--- src/rtl/iter_alu_if.sv ---
// Execute-stage ALU bus: issue fields travel from the pipeline to the ALU,
// and the result/handshake fields come back to the pipeline and the hazard unit.
interface iter_alu_if #(
   parameter int XLEN = 32
);
   logic            start_i;
   logic [3:0]      ALUCtrl_i;
   logic [XLEN-1:0] data1_i;
   logic [XLEN-1:0] data2_i;
   logic [XLEN-1:0] data_o;
   logic            zero_o;
   logic            busy_o;
   logic            done_o;

   modport master (
      output start_i, ALUCtrl_i, data1_i, data2_i,
      input  data_o, zero_o, busy_o, done_o
   );

   modport slave (
      input  start_i, ALUCtrl_i, data1_i, data2_i,
      output data_o, zero_o, busy_o, done_o
   );
endinterface

--- src/rtl/iter_alu.sv ---
// Execute-stage ALU: AND/OR/ADD/SUB finish in one cycle, MUL iterates on a
// radix-2 shift-add engine and holds the pipeline via busy_o.
module iter_alu #(
   parameter int XLEN       = 32,
   parameter bit EARLY_EXIT = 1'b0
) (
   input logic       clk_i,
   input logic       rst_i,
   iter_alu_if.slave bus
);

   localparam int CW = $clog2(XLEN) + 1;

   localparam logic [3:0] OP_AND = 4'b0000;
   localparam logic [3:0] OP_OR  = 4'b0001;
   localparam logic [3:0] OP_ADD = 4'b0010;
   localparam logic [3:0] OP_SUB = 4'b0110;
   localparam logic [3:0] OP_MUL = 4'b0111;

   typedef enum logic [1:0] {
      S_IDLE = 2'd0,
      S_MUL  = 2'd1,
      S_DONE = 2'd2
   } state_t;

   state_t          state, state_next;
   logic [XLEN-1:0] mcand, mplier, acc;
   logic [CW-1:0]   cnt;
   logic [XLEN-1:0] data_q;
   logic            zero_q;

   logic            accept;
   logic            is_mul;
   logic [XLEN-1:0] alu_res;
   logic [XLEN-1:0] acc_next;
   logic [XLEN-1:0] mplier_next;
   logic            mul_last;

   // Single-cycle datapath; unknown codes deliberately produce zero.
   always_comb begin
      alu_res = '0;
      unique case (bus.ALUCtrl_i)
         OP_AND:  alu_res = bus.data1_i & bus.data2_i;
         OP_OR:   alu_res = bus.data1_i | bus.data2_i;
         OP_ADD:  alu_res = bus.data1_i + bus.data2_i;
         OP_SUB:  alu_res = bus.data1_i - bus.data2_i;
         default: alu_res = '0;
      endcase
   end

   assign accept      = bus.start_i && (state != S_MUL);
   assign is_mul      = (bus.ALUCtrl_i == OP_MUL);
   assign acc_next    = acc + (mplier[0] ? mcand : '0);
   assign mplier_next = mplier >> 1;
   // Early exit only looks at the shifted multiplier, so one iteration always runs.
   assign mul_last    = (cnt == CW'(XLEN - 1)) ||
                        (EARLY_EXIT && (mplier_next == '0));

   always_comb begin
      state_next = state;
      unique case (state)
         S_IDLE, S_DONE: begin
            if (bus.start_i) state_next = is_mul ? S_MUL : S_DONE;
            else             state_next = S_IDLE;
         end
         S_MUL: begin
            if (mul_last) state_next = S_DONE;
         end
         default: state_next = S_IDLE;
      endcase
   end

   always_ff @(posedge clk_i) begin
      if (rst_i) begin
         state  <= S_IDLE;
         mcand  <= '0;
         mplier <= '0;
         acc    <= '0;
         cnt    <= '0;
         data_q <= '0;
         zero_q <= 1'b1;
      end else begin
         state <= state_next;
         if (accept) begin
            if (is_mul) begin
               mcand  <= bus.data1_i;
               mplier <= bus.data2_i;
               acc    <= '0;
               cnt    <= '0;
            end else begin
               data_q <= alu_res;
               zero_q <= (alu_res == '0);
            end
         end
         if (state == S_MUL) begin
            acc    <= acc_next;
            mcand  <= mcand << 1;
            mplier <= mplier_next;
            cnt    <= cnt + 1'b1;
            if (mul_last) begin
               data_q <= acc_next;
               zero_q <= (acc_next == '0);
            end
         end
      end
   end

   assign bus.data_o = data_q;
   assign bus.zero_o = zero_q;
   assign bus.busy_o = (state == S_MUL);
   assign bus.done_o = (state == S_DONE);

endmodule

--- src/flat_wrapper.sv ---
// flat-port wrapper written by rule: the top's interface ports become plain ports
module iter_alu_flat 
#(
   parameter int XLEN       = 32,
   parameter bit EARLY_EXIT = 1'b0
)
  (clk_i, rst_i, bus_start_i, bus_ALUCtrl_i, bus_data1_i, bus_data2_i, bus_data_o, bus_zero_o, bus_busy_o, bus_done_o);
  iter_alu_if #(.XLEN(XLEN)) bus_i ();
  input logic clk_i;
  input logic rst_i;
  input wire logic [$bits(bus_i.start_i)-1:0] bus_start_i;
  input wire logic [$bits(bus_i.ALUCtrl_i)-1:0] bus_ALUCtrl_i;
  input wire logic [$bits(bus_i.data1_i)-1:0] bus_data1_i;
  input wire logic [$bits(bus_i.data2_i)-1:0] bus_data2_i;
  output wire logic [$bits(bus_i.data_o)-1:0] bus_data_o;
  output wire logic [$bits(bus_i.zero_o)-1:0] bus_zero_o;
  output wire logic [$bits(bus_i.busy_o)-1:0] bus_busy_o;
  output wire logic [$bits(bus_i.done_o)-1:0] bus_done_o;
  assign bus_i.start_i = bus_start_i;
  assign bus_i.ALUCtrl_i = bus_ALUCtrl_i;
  assign bus_i.data1_i = bus_data1_i;
  assign bus_i.data2_i = bus_data2_i;
  assign bus_data_o = bus_i.data_o;
  assign bus_zero_o = bus_i.zero_o;
  assign bus_busy_o = bus_i.busy_o;
  assign bus_done_o = bus_i.done_o;
  iter_alu #(.XLEN(XLEN), .EARLY_EXIT(EARLY_EXIT)) u_core (.clk_i(clk_i), .rst_i(rst_i), .bus(bus_i));
endmodule
--- config.mk ---
export PLATFORM = sky130hd
export DESIGN_NAME = iter_alu_flat
export DESIGN_NICKNAME = d
export VERILOG_FILES = /design/src/rtl/iter_alu_if.sv /design/src/rtl/iter_alu.sv /design/src/flat_wrapper.sv
export SDC_FILE = /design/constraint.sdc
export NUM_CORES = 1
export LEC_CHECK = 0
export CAP_MARGIN = 10
export CORE_MARGIN = 8
export CORE_UTILIZATION = 38
export CTS_BUF_LIST = sky130_fd_sc_hd__clkbuf_4
export CTS_CLUSTER_DIAMETER = 60
export CTS_CLUSTER_SIZE = 24
export DETAILED_ROUTE_END_ITERATION = 12
export PLACE_DENSITY = 0.54
export SYNTH_ARGS = -nofsm -noshare
export SYNTH_HDL_FRONTEND = slang
export SYNTH_SLANG_ARGS = --single-unit
--- constraint.sdc ---
create_clock -name clk_i -period 10 [get_ports clk_i]
set_input_delay 1.5 -clock clk_i [delete_from_list [all_inputs] [get_ports clk_i]]
set_output_delay 1.5 -clock clk_i [all_outputs]
set_load 0.1 [all_outputs]
==> metrics, run 1 <==
# hold bufs at CTS 0; Mapped Cells about 1400; number of DRC markers in iteration 0 slightly above 1000; Setup crit end kind flop; Layout area overhead 14.52%; filler cell count in the final layout 2857; RSZ-0062 raised after global routing no; Root Buffer clkbuf_4; Avg Cell Area, Syn 7.798 sq um; global route total overflow 0; Die ar. 33650 sq um; max-cap violations 0; async set or reset register ratio after synthesis 0%; Tmin final 6.432 ns; first-pass GRT wire length approximately 54 mm; Placement Rows 61; critical path class primary input to flop; Synth Area in Compound Gates roughly 25%; clk buf depth 2; initial antenna violation count 1; nets@finish around 1600; Startpoint Class primary input; Core Region between 20000 and 30000 sq um; critical path cell sequence clkdlybuf4s50_1 > buf_4 > nor2b_1 > buf_4 > nand2_1 > o41ai_1 > xor2_1 > ha_1 > a21o_1 > a31o_1 > a221oi_1 > nand2b_1 > a31oi_1 > or3_1 > a32o_1 > a2111oi_0 > nand4_1 > nor4_2 > a21o_1; Buf/Inv on CP 3; Synth Area in Simple Gates 21.92%; vias in the first global route 9627; Pwr Density between 100 and 150 nW/um^2; Setup TNS 0 ns; Remaining DRCs 0; drt wl/cell between 15 and 20 um; fmax about 160 MHz; largest family of logic cells by synthesized area compound AO/OA/AOI/OAI gates; Clock Latency Late Sink 0.60 ns; die width around 180 um; routability cong. just over 0.9; final design utilization around 44%; Via density around 5.7; Min-Delay Path Class flop to flop; First-pass DRT Iterations 5; pin count of the biggest net entering global routing approximately 80; H-tree Lvls 4; Mapped Nets ~1500; XOR/XNOR Fraction of Synth Area about 6.1%; Yosys cell types just under 80; sequential area share after synthesis between 20 and 30%; area taken by multi-input logic gates between 7000 and 8000 sq um; CTS sink cnt around 140; Max VDD drop 0.00004584 V; Slew Limit Fails 0; All-Layer GR Usage slightly above 20%; CP top delay family compound AO/OA/AOI/OAI gates; Initial Utilization 38.45%; period utilisation layout roughly 64%; layout cell share with drive strength beyond 1 4.333%; relative slew slack 33.86%; Least-Margin Pin Slew ~1 ns; Synth Warn # 0; routed wire length between 30 and 40 mm; CP peak stage delay 0.65 ns; number of CTS-inserted buffers 17; outcome finished, final reports clean; Pleak 5.197 nW; Reg clk slew, reported paths approximately 0.13 ns; mux cell area share after synthesis around 5.6%; mapped cell area around 11000 sq um; ys flop type dfxtp_1; most common cell after layout, fill and taps aside nor2_1; number of flops mapped to enable cells by yosys 0; Die Height 183.4 um; commonest cells after routing, fill and taps aside nor2_1 (165), dfxtp_1 (137), a21oi_1 (115); # resized after CTS 0; DP Wirelength 25.85 mm; CP max FO 36; CTS tree yes; flops & latches, synth roughly 140; setup violators final 0; vias about 10000; Setup Fix Bufs, Post-CTS 0; num ports around 110; Final Hold Viols 0; CP max-delay cell nand2_1; Worst Path Arrival just under 7 ns; DRT antenna net count 0; FF/Latch Area between 2000 and 3000 sq um; buffers added on ports ~110; Adder-Cell Fraction of Synth Area between 10% and 20%; Data required, critical path roughly 11 ns; clk_skew 0.03799 ns
[per-stage QoR]
stage	hold WS, ns	power, mW	std cells	cell area, sq um	setup slack [ns]
5_1_grt	0.4998	1.394	1810	12200	3.185
2_1_floorplan	0.4482	0.8288	1366	10650	4.368
3_3_place_gp	0.4431	0.9461	1777	11920	3.043
3_5_place_dp	0.4520	0.9452	1777	11920	2.987
6_report	0.4659	1.327	1810	12200	3.568
4_1_cts	0.4696	1.336	1809	12200	3.618
[cell usage after synthesis (25+ instances only)]
cell type | n | area (sq um)
a21oi_1 | 115 | 575.6
maj3_1 | 30 | 300.3
a211oi_1 | 72 | 540.5
nand2_1 | 113 | 424.2
ha_1 | 66 | 825.8
nand3_1 | 48 | 240.2
nor2_1 | 165 | 619.3
xor2_1 | 35 | 306.5
dfxtp_1 | 137 | 2743
and2_1 | 39 | 244.0
mux2i_1 | 60 | 600.6
o21ai_0 | 39 | 195.2
a21o_1 | 25 | 187.7
clkbuf_1 | 68 | 255.2
xnor2_1 | 39 | 341.6
[logic make-up after synthesis]
| family | count (synthesis) |
|---|---|
| simple gates | 488 |
| buf+inv | 109 |
| mux | 60 |
| xor+xnor | 74 |
| flops | 137 |
| fa+ha+maj | 98 |
| compound gates | 400 |
[registers in the layout, indices dropped and copies added, names as in the netlist]
signal	cells
u_core.acc	32
u_core.bus.data_o	32
u_core.bus.zero_o	1
u_core.cnt	6
u_core.mcand	32
u_core.mplier	32
u_core.state	2
[cell type report]
class | count | area share (%)
Multi-Input combinational cell | 1120 | 61.23
Timing Repair Buffer | 117 | 9.333
Tap cell | 378 | 3.877
Antenna cell | 1 | 0.02051
Clock buffer | 17 | 1.046
Inverter | 25 | 0.7692
Sequential cell | 137 | 22.48
Clock inverter | 15 | 1.241
[worst min-delay path: stages (launching register included)]
cell	delay [ns]
dfxtp_1	0.34
nand2_1	0.05
a21oi_1	0.05
[layer usage]
metal  track usage [%]  routed length (um)  vias up
met5                 0                   0        -
met3             2.727                1776       15
met4             3.741                 235        0
met2             30.55               15010      269
li1                  -                   -     5159
met1             29.87               17530     4843
[where the power goes]
part	switching [mW]	total, mW	internal, mW
Clock	0.258	0.390	0.132
Sequential	0.0116	0.572	0.561
Combinational	0.229	0.365	0.136
Total	0.498	1.33	0.828
[worst paths after layout]
check             slack [ns]                  from                   end  cells past startpoint
setup / recovery        3.57      bus_ALUCtrl_i[0]     u_core.bus.zero_o                     19
hold / removal          0.47  u_core.bus.data_o[2]  u_core.bus.data_o[2]                      2
setup reg to reg        5.21      u_core.mplier[0]     u_core.bus.zero_o                     14
hold reg to reg         0.47  u_core.bus.data_o[2]  u_core.bus.data_o[2]                      2
Power figures use the tool's default switching activity.
==> inputs of run 2 (changes only) <==
- PLACE_DENSITY: 0.54 -> 0.56
- clock period: 10 -> 5.6 ns (I/O delays scaled with it)
==> metrics, run 2 (synthesized netlist as in run 1, its figures left out) <==
Via density 5.571; relative slew slack between 30% and 40%; Root Buffer clkbuf_4; FF/Latch Area 2743 sq um; fmax 194.2 MHz; Worst Path Arrival around 5.7 ns; vias between 10000 and 15000; drt wl/cell roughly 18 um; Data required, critical path about 6 ns; global route total overflow 0; CP max-delay cell or3b_1; Pwr Density around 190 nW/um^2; initial antenna violation count 1; CP top delay family simple AND/OR/NAND/NOR gates; Pleak about 5.5 nW; layout cell share with drive strength beyond 1 8.188%; Setup crit end kind flop; routed wire length between 30 and 40 mm; Min-Delay Path Class flop to flop; number of CTS-inserted buffers 17; final design utilization 45.62%; number of DRC markers in iteration 0 between 800 and 900; Least-Margin Pin Slew about 1 ns; period utilisation layout 91.97%; Final Hold Viols 0; Remaining DRCs 0; Placement Rows 61; routability cong. ~0.92; Initial Utilization about 38%; max-cap violations 0; Hold EP u_core.bus.data_o[1]; # hold bufs at CTS 0; First-pass DRT Iterations 5; pin count of the biggest net entering global routing 107; clk buf depth 2; worst hold slack approximately 0.47 ns; DP Wirelength around 26 mm; H-tree Lvls 4; Clock Latency Late Sink about 0.58 ns; Buf/Inv on CP 2; filler cell count in the final layout between 2000 and 3000; critical path cell sequence clkdlybuf4s50_1 > nor4_1 > buf_4 > nand3_1 > or3b_1 > or4_4 > o31ai_1 > xor2_1 > ha_1 > and3_1 > and4_1 > o21ai_1 > a31oi_1 > or3_1 > a32o_1 > a2111oi_1 > nand4_1 > nor4_2 > a21o_1; Setup Fix Bufs, Post-CTS 0; outcome finished, final reports clean; CP max FO 4; commonest cells after routing, fill and taps aside nor2_1 (165), dfxtp_1 (137), a21oi_1 (115); worst reg2reg endpoint u_core.bus.zero_o; area taken by multi-input logic gates ~7500 sq um; die width 183.4 um; clk_skew 0.03355 ns; vias in the first global route 10050; Slew Limit Fails 0; setup violators final 0; CTS tree yes; Startpoint Class primary input; Core Region 27710 sq um; Reg clk slew, reported paths 0.16 ns; R2R depth 15; num ports between 100 and 150; RSZ-0062 raised after global routing no; critical path class primary input to flop; most common cell after layout, fill and taps aside nor2_1; Hold Crit Start u_core.bus.data_o[1]; All-Layer GR Usage about 20%; FF-to-FF setup slack roughly 1.1 ns; CP peak stage delay between 0.4 and 0.5 ns; Max VDD drop around 0.000086 V; Die ar. 33650 sq um; DRT antenna net count 0; Tmin final approximately 5.2 ns; r2r startpoint u_core.mcand[0]; buffers added on ports approximately 110; # resized after CTS 0; first-pass GRT wire length ~55 mm; Die Height 183.4 um; Hold Crit Depth 2; CTS sink cnt 137; Layout area overhead 18.65%; nets@finish between 1500 and 2000
==> run 2: worst max-delay path by stage <==
stage / slack [ns] / cells after the start / endpoint / startpoint
after floorplan: 0.63 / 20 / u_core.bus.zero_o / bus_ALUCtrl_i[1]
after global placement: -0.07 / 20 / u_core.bus.zero_o / bus_data2_i[2]
after detailed placement: -0.20 / 19 / u_core.bus.zero_o / bus_data2_i[2]
after CTS: 0.40 / 19 / u_core.bus.zero_o / bus_data2_i[2]
after global routing: 0.1 / 19 / u_core.bus.zero_o / bus_data2_i[2]
final: 0.45 / 19 / u_core.bus.zero_o / bus_data2_i[2]
==> run 2: metrics by stage <==
| step | TNS [ns] | setup WS [ns] | power [mW] | cell area [sq um] | cells |
|---|---|---|---|---|---|
| global route | 0 | 0.09639 | 2.497 | 12640 | 1869 |
| CTS | 0 | 0.3997 | 2.388 | 12640 | 1868 |
| finish | 0 | 0.4495 | 2.371 | 12640 | 1869 |
| floorplan | 0 | 0.6283 | 1.480 | 10650 | 1366 |
| detailed placement | -0.2814 | -0.2046 | 1.740 | 12370 | 1836 |
| global placement | -0.07191 | -0.07191 | 1.741 | 12370 | 1836 |
==> run 2: final cells by class <==
class / count / share of cell area (%)
diodes: 1 / 0.01980
well taps: 378 / 3.742
multi-input cells: 1120 / 59.11
repair buffers: 176 / 12.61
clock inverters: 15 / 1.069
flip-flops and latches: 137 / 21.70
clock buffers: 17 / 1.010
inverters: 25 / 0.7424
==> run 2: layer usage <==
metal | track usage [%] | share of wire, % | vias up
li1 | - | - | 5269
met1 | 29.24 | 50 | 4849
met2 | 31.47 | 44 | 270
met3 | 3.024 | 4.7 | 24
met4 | 4.684 | 1.3 | 0
met5 | 0 | 0 | -
==> run 2: power by group <==
| group | internal, mW | switching, mW | leakage [nW] |
|---|---|---|---|
| sequential | 1.00 | 0.0190 | 1.11 |
| combinational | 0.283 | 0.423 | 4.23 |
| clock | 0.192 | 0.454 | 0.133 |
==> run 2: worst register-to-register path: stages (launching register included) <==
cell	delay, ns
dfxtp_1	0.35
and2_1	0.17
ha_1	0.21
fa_1	0.43
a21oi_1	0.25
o211ai_1	0.17
a221oi_2	0.24
buf_4	0.18
a21oi_1	0.12
o41ai_1	0.43
nor3b_1	0.37
o2111ai_1	0.15
nor4_1	0.51
nand4_1	0.18
o41ai_1	0.56
a21o_1	0.14
==> inputs of run 3 (changes only) <==
- CORE_UTILIZATION: 38 -> 59
- PLACE_DENSITY: 0.56 -> 0.79
- clock period: 5.6 -> 5 ns (I/O delays scaled with it)
==> metrics, run 3 (synthesized netlist as in run 1, its figures left out) <==
FF-to-FF setup slack 0.58 ns; Psw approximately 0.99 mW; area taken by multi-input logic gates 7551 sq um; outcome finished, final reports clean; Setup crit end kind flop; Pleak just under 6 nW; commonest cells after routing, fill and taps aside nor2_1 (165), buf_4 (157), dfxtp_1 (137); Clock power frac 29.4%; clk_skew about 0.039 ns; fmax about 210 MHz; Post-Layout Cell Count 1806; H-tree Lvls 4; first-pass GRT wire length about 53 mm; Reg clk slew, reported paths 0.16 ns; max-cap violations 0; Placement Rows 49; routability cong. 0.9644; Hold Crit Depth 2; FF/Latch Area 2743 sq um; Worst Path Arrival approximately 5.3 ns; most common cell after layout, fill and taps aside nor2_1; First-pass DRT Iterations 5; period utilisation layout a little over nine tenths; routed wire length ~33 mm; Clock Latency Late Sink ~0.6 ns; nets@finish around 1700; Tmin final approximately 4.8 ns; CP startpoint bus_data2_i[7]; relative slew slack a little under a quarter; sequential share of power 39.9%; DP Wirelength about 25 mm; clk buf depth 2; All-Layer GR Usage slightly below 30%; Least-Margin Pin Slew approximately 1.1 ns; Final Hold Viols 0; Power Total about 2.9 mW; post-route design area between 10000 and 15000 sq um; Core Region between 15000 and 20000 sq um; CTS sink cnt between 100 and 150; global route total overflow 0; Pwr Density roughly 220 nW/um^2; DRT antenna net count 0; pin count of the biggest net entering global routing about 100; initial antenna violation count 1; Die ar. around 23000 sq um; filler cell count in the final layout 1446; Layout area overhead 24.27%; Comb pwr share 30.8%; Post-Place Cell Area about 13000 sq um; buffers added on ports ~110; die width approximately 150 um; Die Height 150.4 um; Switching Fraction between 30% and 40%; setup violators final 0; internal power around 1.9 mW; CTS tree yes; CP max FO 4; Setup TNS 0 ns; Data required, critical path about 5.5 ns; Remaining DRCs 0; Slew Limit Fails 0; num ports between 100 and 150; Min-Delay Path Class flop to flop; layout cell share with drive strength beyond 1 between 10% and 20%; Max VDD drop 0.0002157 V; Hold Crit Start u_core.bus.data_o[2]; Initial Utilization about 60%; vias 11140; vias in the first global route 10470; critical path class primary input to flop; r2r startpoint u_core.mplier[0]; Placed Instances 1771; RSZ-0062 raised after global routing yes; Startpoint Class primary input; drt wl/cell roughly 18 um; number of CTS-inserted buffers 17; number of DRC markers in iteration 0 1134; R2R depth 14; Root Buffer clkbuf_4; Via density 6.166
==> run 3: cell types whose count changed in the layout (fill, tap and decap cells not counted), moves of 2 or more <==
cell,change
a2111oi_0,-2
buf_4,+86
bufinv_16,+3
clkinvlp_4,-2
o21ai_0,-2
o21ai_1,+2
==> run 3: per-stage QoR <==
| stage | setup slack, ns | utilization, % | hold WS (ns) |
|---|---|---|---|
| global route | -0.01629 | 74.20 | 0.5003 |
| CTS | 0.04117 | 73.68 | 0.4619 |
| floorplan | 0.1183 | - | 0.4482 |
| detailed placement | -0.6819 | 71.84 | 0.4458 |
| finish | 0.2169 | 74.20 | 0.4627 |
| global placement | -0.5729 | 71.84 | 0.4386 |
==> run 3: worst paths after layout <==
| check | to |
|---|---|
| worst max-delay path | u_core.bus.zero_o |
| worst min-delay path | u_core.bus.data_o[2] |
| worst max register to register | u_core.bus.zero_o |
| worst min register to register | u_core.bus.data_o[2] |
==> run 3: cell type report <==
| cell class | count | share of cell area (%) |
|---|---|---|
| inverters | 25 | 0.7089 |
| flip-flops and latches | 137 | 20.72 |
| clock inverters | 14 | 1.389 |
| multi-input cells | 1120 | 57.04 |
| clock buffers | 18 | 1.021 |
| diodes | 1 | 0.01890 |
| repair buffers | 262 | 16.94 |
| well taps | 229 | 2.164 |
==> run 3: critical path, cell delays in order <==
cell	delay [ns]
clkdlybuf4s50_1	0.43
or3_4	0.42
nor4_4	0.15
or3b_4	0.43
or4_4	0.53
nand2_1	0.10
xor2_1	0.15
ha_1	0.28
and2_1	0.17
and3_1	0.19
and4_1	0.17
o21ai_1	0.10
a31oi_1	0.12
or3_1	0.32
a32o_1	0.29
a2111oi_2	0.23
nand4_1	0.17
nor4_2	0.16
a21o_1	0.13
==> run 3: power by group through the flow <==
stage	Combinational, mW	Clock [mW]	Sequential [mW]
6_report	0.882	0.842	1.14
2_1_floorplan	0.405	0	1.25
3_3_place_gp	0.849	0	1.16
4_1_cts	0.860	0.847	1.14
3_5_place_dp	0.855	0	1.17
5_1_grt	0.946	0.889	1.15
==> run 3: repair_timing <==
action	4_1_cts	5_1_grt
endpoints found under the setup margin	1	5
hold buffers	0	0
pin swaps	0	15
buffers inserted	0	2
resized for setup	3	16
==> run 3: per-layer routing <==
layer,part of all wire (%),track usage [%],vias to the layer above
li1,-,-,5447
met1,47,41.35,5242
met2,44,44.57,410
met3,7.3,4.719,36
met4,1.4,7.246,0
met5,0,0,-
==> RTL change (config.mk and constraints of run 3) <==
`EARLY_EXIT` is set to 1'b0 in 2 places; all go to 1'b1.
--- a/src/rtl/iter_alu.sv
+++ b/src/rtl/iter_alu.sv
@@ -2,7 +2,7 @@
 // radix-2 shift-add engine and holds the pipeline via busy_o.
 module iter_alu #(
    parameter int XLEN       = 32,
-   parameter bit EARLY_EXIT = 1'b0
+   parameter bit EARLY_EXIT = 1'b1
 ) (
    input logic       clk_i,
    input logic       rst_i,
--- a/src/flat_wrapper.sv
+++ b/src/flat_wrapper.sv
@@ -2,7 +2,7 @@
 module iter_alu_flat 
 #(
    parameter int XLEN       = 32,
-   parameter bit EARLY_EXIT = 1'b0
+   parameter bit EARLY_EXIT = 1'b1
 )
   (clk_i, rst_i, bus_start_i, bus_ALUCtrl_i, bus_data1_i, bus_data2_i, bus_data_o, bus_zero_o, bus_busy_o, bus_done_o);
   iter_alu_if #(.XLEN(XLEN)) bus_i ();
Behaviour: not the same (a bounded check fails within 4 cycles, from zero or initial values and one cycle with rst_i high).
==> RTL change against run 3 <==
- cell count increased by 3.8%
- hold slack improved by 0.0096 ns
- setup slack got worse by 0.076 ns
- core utilization increased by 2.5 points
- total power increased by 4.7%
- sequential cell count unchanged
- highest routed layer unchanged
- design area increased by 4.1%
- via count increased by 5.1%
- wire length increased by 9.8%
- synthesized area increased by 1.3%
- critical endpoint is now u_core.bus.data_o[18]
- clock skew decreased by 0.011 ns
==> RTL change: results (changes against run 3) <==
metric	value	unit	change
synth_top_area_cell	dfxtp_1		
cts.clk_slew.worst_paths	0.15	ns	
power.leakage	0.006002	uW	+0.58%
antenna_found_initial	0		-1
dpl.hpwl	27510	microns	+9.3%
port-buffer-count	105		unchanged
yosys_warnings	0		unchanged
cpPeakStageDelay	0.55	ns	+0.02 ns
grt_first_pass_wirelength	57700	microns	+8.9%
yosysSeqAreaShare	25.41	%	-0.33 points
synth_common_cells	nor2_1 (175), dfxtp_1 (137), nand2_1 (129), a21oi_1 (125), clkbuf_1 (76)		
slew-limit-headroom	27.45	%	+3.7 points
synth.area.top_cells	dfxtp_1 (25%), ha_1 (7.7%), nor2_1 (6.1%)		
critPathMaxFanout	4		unchanged
htree_num_levels	4		unchanged
worst-endpoint-arrival	5.28	ns	-0.03 ns
nets	1772		+4.1%
cts_buffer_depth	2		unchanged
cts_buffers	17		unchanged
drc	0		unchanged
vias	11710		+5.1%
synthFlopType	dfxtp_1		
reg2reg_from	u_core.mplier[0]		
vdd_drop_max	0.0002325	V	+7.8%
cts_root_buf	clkbuf_4		
hold_path.class	register to register		
clock_skew	0.02846	ns	-0.01093 ns
crit_slowest_cell	or4_4		
min_from	u_core.bus.data_o[4]		
place_ws	-0.9063	ns	-0.2244 ns
clkLatencyLatePin	0.58	ns	-0.02 ns
cp-startpoint	bus_data2_i[4]		
drive_above_1_share	17.57	%	+3.7 points
grt_max_degree	101		-0.98%
outcome	completed		
grt_pass1_vias	11010		+5.2%
diodes	0		-1
r2r_cells	14		unchanged
grt_usage	31.62	%	+2.6 points
syn-num-nets	1550		+3.0%
gp_congestion	0.9940		+3.1%
dr.pass1.iters	6		+1
wire_per_inst	19.40	microns	+5.8%
ys_types	82		+5.1%
drt-initial-drc-count	1194		+5.3%
async_flop_share	0	%	unchanged
## RTL change: cell count changes after synthesis, moves of 8 or more
cell	run 3	this run
a21o_1	25	15
a21oi_1	115	125
clkbuf_1	68	76
nand2_1	113	129
nor2_1	165	175
o21ai_0	39	52
o21ai_1	11	1
o21bai_1	5	14
## RTL change: repair_timing
action                                  CTS  global route
endpoints found under the setup margin    4             8
buffers inserted                         14             2
gates resized for setup                  35            29
pin swaps                                19            28
## RTL change: final timing paths
kind | endpoint | slack, ns
setup / recovery | u_core.bus.data_o[18] | 0.14
hold reg to reg | u_core.bus.data_o[4] | 0.47
hold / removal | u_core.bus.data_o[4] | 0.47
setup reg to reg | u_core.bus.zero_o | 0.75
## RTL change: layout make-up
class                      instances  area [sq um]
clock buffer                      18         135.1
timing repair buffer             294          2470
multi-input combinational       1158          7890
sequential                       137          2743
inverter                          25         93.84
fill                            1428          4179
tap                              229         286.5
clock inverter                    13         166.4
## RTL change: kinds of logic after synthesis
kind of cell / Yosys count / synth area share (%)
DFF: 137 / 25.41
adders and majority gates: 94 / 10.43
and+or+nand+nor: 520 / 23.06
xor gates and xnor gates: 75 / 6.087
buffers and inverters: 116 / 4.069
AOI/OAI and AO/OA: 407 / 25.18
muxes: 62 / 5.751
## RTL change: metrics by stage
step	instances	utilization [%]	cell area [sq um]	total power (uW)
finish	1874	76.74	13780	3002
detailed placement	1827	73.31	13170	2138
CTS	1872	76.05	13660	2965
global placement	1827	73.31	13170	2128
floorplan	1411	-	10850	1720
global route	1874	76.74	13780	3116
## RTL change: power by group
| part | internal (uW) | switching, uW | total [uW] |
|---|---|---|---|
| logic | 441 | 590 | 1030 |
| registers | 1130 | 24.8 | 1150 |
| clock network | 355 | 467 | 822 |
| total | 1920 | 1080 | 3000 |
## RTL change: critical path, delay by kind of cell
family / cells / cell delay [ns]
buffers and inverters: 12 / 1.42
adder cells (fa/ha/maj): 1 / 0.31
AND/OR/NAND/NOR: 9 / 1.78
XOR/XNOR: 1 / 0.16
AO/OA/AOI/OAI: 5 / 0.86
## RTL change: metal layers
layer / up-vias / global-route usage, % / wire (microns)
met1: 5459 / 44.17 / 16270
met4: 0 / 8.857 / 700
met2: 518 / 50.11 / 16560
li1: 5667 / - / -
met3: 62 / 3.824 / 2833
met5: - / 0 / 0
